File: src/rtl/uart_rx_unit_pkg.sv
// Shared types and helpers for the UART receiver and its FIFO.
// Status-register bit positions and load addresses live in the shared uart_defs.v include.
package uart_rx_unit_pkg;

  typedef enum logic [2:0] {
    StIdle,
    StStart,
    StData,
    StStop,
    StWaitHigh
  } rx_state_e;

  // Returns b with bit idx replaced by v.
  function automatic logic [7:0] set_bit(input logic [7:0] b, input logic [2:0] idx,
                                         input logic v);
    logic [7:0] r;
    r      = b;
    r[idx] = v;
    return r;
  endfunction

endpackage

File: src/rtl/uart_rx_unit_if.sv
// Load-path view of the UART receiver: FIFO pop, head data, occupancy and sticky status.
interface uart_rx_unit_if #(
  parameter int unsigned DEPTH = 32
);

  logic                     uart_fifo_read_en;
  logic [7:0]               uart_fifo_data;
  logic                     fifo_empty;
  logic [$clog2(DEPTH):0]   fifo_count;
  logic                     status_clear;
  logic                     overrun;
  logic                     frame_error;

  // master: the load path that pops bytes and clears status
  modport master (
    output uart_fifo_read_en,
    output status_clear,
    input  uart_fifo_data,
    input  fifo_empty,
    input  fifo_count,
    input  overrun,
    input  frame_error
  );

  // slave: the receiver that owns the FIFO and flags
  modport slave (
    input  uart_fifo_read_en,
    input  status_clear,
    output uart_fifo_data,
    output fifo_empty,
    output fifo_count,
    output overrun,
    output frame_error
  );

endinterface

File: src/rtl/uart_rx_fifo.sv
// Byte FIFO with show-ahead head, explicit occupancy counter and push-while-full-and-popping rule.
module uart_rx_fifo #(
  parameter int unsigned DEPTH = 32
) (
  input  logic                     clk,
  input  logic                     rst,
  input  logic                     push_i,
  input  logic [7:0]               data_i,
  input  logic                     pop_i,
  output logic [7:0]               data_o,
  output logic                     empty_o,
  output logic                     full_o,
  output logic [$clog2(DEPTH):0]   count_o
);

  localparam int unsigned PtrW = $clog2(DEPTH);
  localparam int unsigned CntW = PtrW + 1;

  logic [7:0]      mem_q [DEPTH];
  logic [PtrW-1:0] wr_ptr_q, wr_ptr_d;
  logic [PtrW-1:0] rd_ptr_q, rd_ptr_d;
  logic [CntW-1:0] count_q, count_d;
  logic            empty, full;
  logic            pop_eff, push_eff;

  assign empty = (count_q == '0);
  assign full  = (count_q == CntW'(DEPTH));

  // A full FIFO still accepts a push when the head is popped on the same edge.
  assign pop_eff  = pop_i & ~empty;
  assign push_eff = push_i & (~full | pop_eff);

  always_comb begin
    wr_ptr_d = wr_ptr_q;
    rd_ptr_d = rd_ptr_q;
    count_d  = count_q;
    if (push_eff) begin
      wr_ptr_d = wr_ptr_q + 1'b1;
    end
    if (pop_eff) begin
      rd_ptr_d = rd_ptr_q + 1'b1;
    end
    case ({push_eff, pop_eff})
      2'b10:   count_d = count_q + 1'b1;
      2'b01:   count_d = count_q - 1'b1;
      default: count_d = count_q;
    endcase
  end

  always_ff @(posedge clk or negedge rst) begin
    if (!rst) begin
      wr_ptr_q <= '0;
      rd_ptr_q <= '0;
      count_q  <= '0;
    end else begin
      wr_ptr_q <= wr_ptr_d;
      rd_ptr_q <= rd_ptr_d;
      count_q  <= count_d;
    end
  end

  always_ff @(posedge clk or negedge rst) begin
    if (!rst) begin
      for (int i = 0; i < int'(DEPTH); i++) begin
        mem_q[i] <= '0;
      end
    end else if (push_eff) begin
      mem_q[wr_ptr_q] <= data_i;
    end
  end

  assign data_o  = empty ? 8'h00 : mem_q[rd_ptr_q];
  assign empty_o = empty;
  assign full_o  = full;
  assign count_o = count_q;

endmodule

File: src/rtl/uart_rx_unit.sv
// 8N1 UART receiver: synchronises the RX line, deserialises frames mid-bit and queues bytes
// in a FIFO read by the load path, with sticky overrun and framing-error flags.
module uart_rx_unit
  import uart_rx_unit_pkg::*;
#(
  parameter int unsigned CLKS_PER_BIT = 868,
  parameter int unsigned DEPTH        = 32
) (
  input  logic           clk,
  input  logic           rst,
  input  logic           uart_input_line,
  uart_rx_unit_if.slave  bus
);

  localparam int unsigned TickW = $clog2(CLKS_PER_BIT);
  localparam logic [TickW-1:0] TickLast = TickW'(CLKS_PER_BIT - 1);
  localparam logic [TickW-1:0] TickHalf = TickW'(CLKS_PER_BIT / 2 - 1);

  logic             rx_meta_q, rx_s_q;
  rx_state_e        state_q, state_d;
  logic [TickW-1:0] tick_q, tick_d;
  logic [2:0]       bit_idx_q, bit_idx_d;
  logic [7:0]       shift_q, shift_d;
  logic             overrun_q, overrun_d;
  logic             frame_error_q, frame_error_d;
  logic             push;
  logic             frame_err_set;
  logic             fifo_full;

  // Two-flop synchroniser, idle-high reset value avoids a false start bit.
  always_ff @(posedge clk or negedge rst) begin
    if (!rst) begin
      rx_meta_q <= 1'b1;
      rx_s_q    <= 1'b1;
    end else begin
      rx_meta_q <= uart_input_line;
      rx_s_q    <= rx_meta_q;
    end
  end

  always_comb begin
    state_d       = state_q;
    tick_d        = tick_q;
    bit_idx_d     = bit_idx_q;
    shift_d       = shift_q;
    push          = 1'b0;
    frame_err_set = 1'b0;
    unique case (state_q)
      StIdle: begin
        if (!rx_s_q) begin
          state_d = StStart;
          tick_d  = '0;
        end
      end
      StStart: begin
        if (tick_q == TickHalf) begin
          if (rx_s_q) begin
            state_d = StIdle;
          end else begin
            state_d   = StData;
            tick_d    = '0;
            bit_idx_d = '0;
          end
        end else begin
          tick_d = tick_q + 1'b1;
        end
      end
      StData: begin
        if (tick_q == TickLast) begin
          shift_d = set_bit(shift_q, bit_idx_q, rx_s_q);
          tick_d  = '0;
          if (bit_idx_q == 3'd7) begin
            state_d = StStop;
          end else begin
            bit_idx_d = bit_idx_q + 1'b1;
          end
        end else begin
          tick_d = tick_q + 1'b1;
        end
      end
      StStop: begin
        if (tick_q == TickLast) begin
          tick_d = '0;
          if (rx_s_q) begin
            push    = 1'b1;
            state_d = StIdle;
          end else begin
            frame_err_set = 1'b1;
            state_d       = StWaitHigh;
          end
        end else begin
          tick_d = tick_q + 1'b1;
        end
      end
      StWaitHigh: begin
        if (rx_s_q) begin
          state_d = StIdle;
        end
      end
      default: state_d = StIdle;
    endcase
  end

  // Clear wins over a same-cycle set.
  always_comb begin
    overrun_d     = overrun_q | (push & fifo_full & ~bus.uart_fifo_read_en);
    frame_error_d = frame_error_q | frame_err_set;
    if (bus.status_clear) begin
      overrun_d     = 1'b0;
      frame_error_d = 1'b0;
    end
  end

  always_ff @(posedge clk or negedge rst) begin
    if (!rst) begin
      state_q       <= StIdle;
      tick_q        <= '0;
      bit_idx_q     <= '0;
      shift_q       <= '0;
      overrun_q     <= 1'b0;
      frame_error_q <= 1'b0;
    end else begin
      state_q       <= state_d;
      tick_q        <= tick_d;
      bit_idx_q     <= bit_idx_d;
      shift_q       <= shift_d;
      overrun_q     <= overrun_d;
      frame_error_q <= frame_error_d;
    end
  end

  uart_rx_fifo #(
    .DEPTH(DEPTH)
  ) u_fifo (
    .clk     (clk),
    .rst     (rst),
    .push_i  (push),
    .data_i  (shift_q),
    .pop_i   (bus.uart_fifo_read_en),
    .data_o  (bus.uart_fifo_data),
    .empty_o (bus.fifo_empty),
    .full_o  (fifo_full),
    .count_o (bus.fifo_count)
  );

  assign bus.overrun     = overrun_q;
  assign bus.frame_error = frame_error_q;

endmodule

File: src/flat_wrapper.sv
// flat-port wrapper written by rule: the top's interface ports become plain ports
module uart_rx_unit_flat import uart_rx_unit_pkg::*;
#(
  parameter int unsigned CLKS_PER_BIT = 868,
  parameter int unsigned DEPTH        = 32
)
  (clk, rst, uart_input_line, bus_uart_fifo_read_en, bus_status_clear, bus_uart_fifo_data, bus_fifo_empty, bus_fifo_count, bus_overrun, bus_frame_error);
  uart_rx_unit_if #(.DEPTH(DEPTH)) bus_i ();
  input  logic clk;
  input  logic rst;
  input  logic uart_input_line;
  input wire logic [$bits(bus_i.uart_fifo_read_en)-1:0] bus_uart_fifo_read_en;
  input wire logic [$bits(bus_i.status_clear)-1:0] bus_status_clear;
  output wire logic [$bits(bus_i.uart_fifo_data)-1:0] bus_uart_fifo_data;
  output wire logic [$bits(bus_i.fifo_empty)-1:0] bus_fifo_empty;
  output wire logic [$bits(bus_i.fifo_count)-1:0] bus_fifo_count;
  output wire logic [$bits(bus_i.overrun)-1:0] bus_overrun;
  output wire logic [$bits(bus_i.frame_error)-1:0] bus_frame_error;
  assign bus_i.uart_fifo_read_en = bus_uart_fifo_read_en;
  assign bus_i.status_clear = bus_status_clear;
  assign bus_uart_fifo_data = bus_i.uart_fifo_data;
  assign bus_fifo_empty = bus_i.fifo_empty;
  assign bus_fifo_count = bus_i.fifo_count;
  assign bus_overrun = bus_i.overrun;
  assign bus_frame_error = bus_i.frame_error;
  uart_rx_unit #(.CLKS_PER_BIT(CLKS_PER_BIT), .DEPTH(DEPTH)) u_core (.clk(clk), .rst(rst), .uart_input_line(uart_input_line), .bus(bus_i));
endmodule
File: config.mk
export PLATFORM = sky130hd
export DESIGN_NAME = uart_rx_unit_flat
export DESIGN_NICKNAME = d
export VERILOG_FILES = /design/src/rtl/uart_rx_unit_pkg.sv /design/src/rtl/uart_rx_unit_if.sv /design/src/rtl/uart_rx_fifo.sv /design/src/rtl/uart_rx_unit.sv /design/src/flat_wrapper.sv
export SDC_FILE = /design/constraint.sdc
export NUM_CORES = 1
export LEC_CHECK = 0
export BUFFER_PORTS_ARGS = -buffer_cell sky130_fd_sc_hd__buf_2
export CAP_MARGIN = 30
export CORE_MARGIN = 4
export CORE_UTILIZATION = 60
export DETAILED_ROUTE_END_ITERATION = 8
export PLACE_DENSITY = 0.8
export SLEW_MARGIN = 20
export SYNTH_ARGS = -nofsm -noshare
export SYNTH_HDL_FRONTEND = slang
export SYNTH_SLANG_ARGS = --single-unit
export TNS_END_PERCENT = 10
File: constraint.sdc
create_clock -name clk -period 5.45 [get_ports clk]
set_clock_uncertainty 0.15 [all_clocks]
set_input_delay 0.8175 -clock clk [delete_from_list [all_inputs] [get_ports clk]]
set_output_delay 0.8175 -clock clk [all_outputs]
set_load 0.05 [all_outputs]
==> flow_metrics.py <==
metrics = {
    "status": {
        "status": "complete, no violations",
    },
    "global_routing": {
        "grt_pass1_vias": 9284,
        "grt_overflow": 0,
        "grt_max_degree": 130,
        "antenna_found_initial": 0,
        "grt_usage": 0.249,
        "grt_pass1_wl_mm": 52.4,
    },
    "synth": {
        "async_reset_ff_frac": 1.00,
        "synth_nets": 1090,
        "synth_area_leaders": "dfrtp_1, mux2_2, mux4_2",
        "syn_inst": 1073,
        "yosysTopAreaCellShare": 0.506,
        "yosysWarnings": 0,
        "yosys_most_used_dff": "dfrtp_1",
        "ys_types": 64,
        "ys_seq_area_frac": 0.510,
        "synth_largest_area_cell": "dfrtp_1",
        "ys_ff_latch": 300,
        "avgSynthCellArea_um2": 13.7,
        "synth_edf_count": 0,
        "synth_area_mm2": 0.0147,
    },
    "timing": {
        "worst_pin_slew_ns": 0.955,
        "fmax_ghz": 0.234,
        "slew_headroom": 0.364,
        "finalSetupViolations": 0,
        "fin_tns_setup_ns": 0,
        "hold_violations": 0,
        "maxSlewViolCount": 0,
        "grt_setup_unrepaired": "false",
        "fin_crit_ns": 4.26,
        "fin_crit_sh": 0.783,
    },
    "clock_tree": {
        "ctsHtreeMaxLevel": 1,
        "ctsResizeCount": 0,
        "post_cts_buffers": 0,
        "path_clk_slew_ns": 0.06,
        "cts-root-buf": "clkbuf_16",
        "cts_made_buffers": 31,
        "clk_path_buf_depth": 3,
        "cts_hold_buf": 0,
        "clock_latency_ns": 0.56,
        "clock-sinks": 300,
        "cts_tree": "yes",
    },
    "power": {
        "p_comb_frac": 0.217,
        "peakVddDrop_v": 0.000318,
        "p_seq_frac": 0.414,
        "p_leak_nw": 7.79,
        "power_frac_clock": 0.369,
        "p_switching_mw": 1.90,
        "swShare": 0.319,
        "cellPowerDensity_mw_per_mm2": 368,
        "total_power_mw": 5.96,
        "p_int_mw": 4.06,
    },
    "flow_run": {
        "cap_viol_max_count": 0,
    },
    "critical_path": {
        "r2r-end": "u_core.u_fifo.count_o[5]",
        "reg2reg_from": "u_core.tick_q[1]",
        "slowest_delay_ns": 0.70,
        "r2r_cells": 10,
        "path_class": "reg2out",
        "critPathCaptureType": "output pin",
        "crit_arrival_ns": 3.30,
        "crit_family": "compound AO/OA/AOI/OAI gates",
        "cp.required_ns": 4.48,
        "critPathLaunchType": "flip-flop",
        "cpMaxStageDelayCell": "dfrtp_4",
        "rrSetupSlack_ns": 1.75,
        "cp_num_buf_inv": 2,
        "cp.depth": 7,
        "crit_chain": "buf_16 -> mux2_2 -> a22oi_1 -> nand3_1 -> a211oi_1 -> nor3_1 -> buf_2",
        "cp_max_fo": 48,
    },
    "routing": {
        "wl_per_cell_um": 23.3,
        "wl_mm": 33.0,
        "vias": 8900,
        "avgViaCountPerCell": 6.29,
        "drt_iter0_markers": 746,
        "drc": 0,
        "antenna_left": 0,
        "drt_pass1_iterations": 5,
    },
    "die": {
        "dieHeight_um": 165,
        "fp-row-count": 57,
        "core_area_mm2": 0.0242,
        "dieArea_mm2": 0.0271,
        "ioPinCount": 22,
        "start_util": 0.607,
        "die_w_um": 165,
    },
    "placement": {
        "dp_hpwl_mm": 21.5,
        "routabilityCongestion": 0.934,
        "io_buffers": 21,
    },
    "finish": {
        "nets": 1083,
        "n_antenna_cell": 0,
        "layout-drive-gt1-share": 0.433,
        "area_growth_pct": 9.96,
    },
    "hold_path": {
        "worst_hold_path_type": "in2async",
    },
}
==> per-layer routing <==
layer	share of wire	routed length, µm	GRT usage	up-vias
met5	0	0	0	-
met3	0.054	1790	0.0377	62
met1	0.43	14100	0.346	4647
li1	-	-	-	3948
met2	0.49	16100	0.411	243
met4	0.029	945	0.0741	0
==> cells in the mapped netlist, types with 8 or more instances <==
| library cell | number |
|---|---|
| nand3_1 | 20 |
| a22oi_1 | 8 |
| dfrtp_1 | 298 |
| mux2_2 | 300 |
| xor2_1 | 8 |
| nand2_1 | 34 |
| inv_1 | 8 |
| o22ai_1 | 8 |
| and2_1 | 9 |
| nor3_1 | 19 |
| buf_1 | 10 |
| nor2_1 | 31 |
| o21ai_0 | 14 |
| nor2b_1 | 25 |
| nand2b_1 | 14 |
| mux2i_1 | 19 |
| clkbuf_1 | 59 |
| mux4_2 | 40 |
| ha_1 | 12 |
| nor3_4 | 13 |
| a211oi_1 | 18 |
==> kinds of logic (layout without fill, tap and decap cells) <==
logic type / after synthesis / count (layout) / share of synthesized area
buf+inv: 86 / 104 / 0.0246
flops: 300 / 300 / 0.510
simple gates: 214 / 214 / 0.102
xor+xnor: 15 / 15 / 0.00892
mux: 359 / 359 / 0.303
compound gates: 87 / 87 / 0.0414
fa+ha+maj: 12 / 12 / 0.0102
==> layout by cell type (no fill, tap or decap), types with 9 or more instances in the layout <==
| cell | n |
|---|---|
| mux2_2 | 300 |
| mux2i_1 | 19 |
| o21ai_0 | 14 |
| nor3_4 | 13 |
| clkbuf_16 | 31 |
| buf_2 | 20 |
| ha_1 | 12 |
| and2_1 | 9 |
| nor2_1 | 31 |
| nor2b_1 | 25 |
| buf_4 | 10 |
| a211oi_1 | 18 |
| dfrtp_1 | 294 |
| nand3_1 | 20 |
| nand2b_1 | 14 |
| nand2_1 | 34 |
| mux4_2 | 40 |
| nor3_1 | 19 |
==> worst max path at each step <==
stage / startpoint / to / slack (ns)
after global routing: u_core.u_fifo.rd_ptr_q[1] / bus_uart_fifo_data[5] / 1.09
after global placement: u_core.u_fifo.rd_ptr_q[0] / bus_uart_fifo_data[5] / 1.50
after floorplan: u_core.u_fifo.count_o[2] / u_core.u_fifo.count_o[5] / 1.27
final: u_core.u_fifo.rd_ptr_q[1] / bus_uart_fifo_data[1] / 1.19
after detailed placement: u_core.u_fifo.rd_ptr_q[0] / bus_uart_fifo_data[5] / 1.51
after CTS: u_core.u_fifo.rd_ptr_q[0] / bus_uart_fifo_data[2] / 0.90
==> stage by stage <==
step	cell area, µm²	utilization	hold WS, ns	worst slack (ns)	cells
floorplan	14700	-	0.195	1.27	1073
CTS	16100	0.666	0.182	0.903	1412
global placement	15000	0.620	0.199	1.50	1352
finish	16200	0.668	0.197	1.19	1415
detailed placement	15100	0.622	0.198	1.51	1354
global route	16200	0.668	0.189	1.09	1415
==> registers in the layout, summed over array words and instances (netlist names) <==
name / flops
u_core.bit_idx_q: 3
u_core.bus.frame_error: 1
u_core.bus.overrun: 1
u_core.rx_meta_q: 1
u_core.rx_s_q: 1
u_core.shift_q: 8
u_core.state_q: 3
u_core.tick_q: 10
u_core.u_fifo.count_o: 6
u_core.u_fifo.mem_q: 256
u_core.u_fifo.rd_ptr_q: 5
u_core.u_fifo.wr_ptr_q: 5
==> area by class of cell <==
class / instances / area (µm²)
Clock buffer: 46 / 902
Tap cell: 324 / 405
Inverter: 8 / 30.0
Sequential cell: 300 / 7520
Multi-Input combinational cell: 687 / 6860
Fill cell: 1703 / 8050
Timing Repair Buffer: 38 / 313
Clock inverter: 12 / 171
==> power groups by stage <==
stage | Sequential (mW) | Combinational (mW) | Clock [mW]
3_5_place_dp | 2.61 | 1.14 | 0
6_report | 2.47 | 1.29 | 2.20
5_1_grt | 2.48 | 1.36 | 2.34
4_1_cts | 2.57 | 1.14 | 2.24
3_3_place_gp | 2.61 | 1.13 | 0
2_1_floorplan | 2.43 | 0.948 | 0
==> worst register-to-register path: cells and delay by family (launching register included) <==
kind,cells,cell delay [ns]
AND/OR/NAND/NOR,4,1.39
XOR/XNOR,1,0.16
multiplexers,1,0.27
flip-flops,1,0.46
AO/OA/AOI/OAI,2,0.38
adder cells (fa/ha/maj),2,0.79
Power figures use the tool's default switching activity.
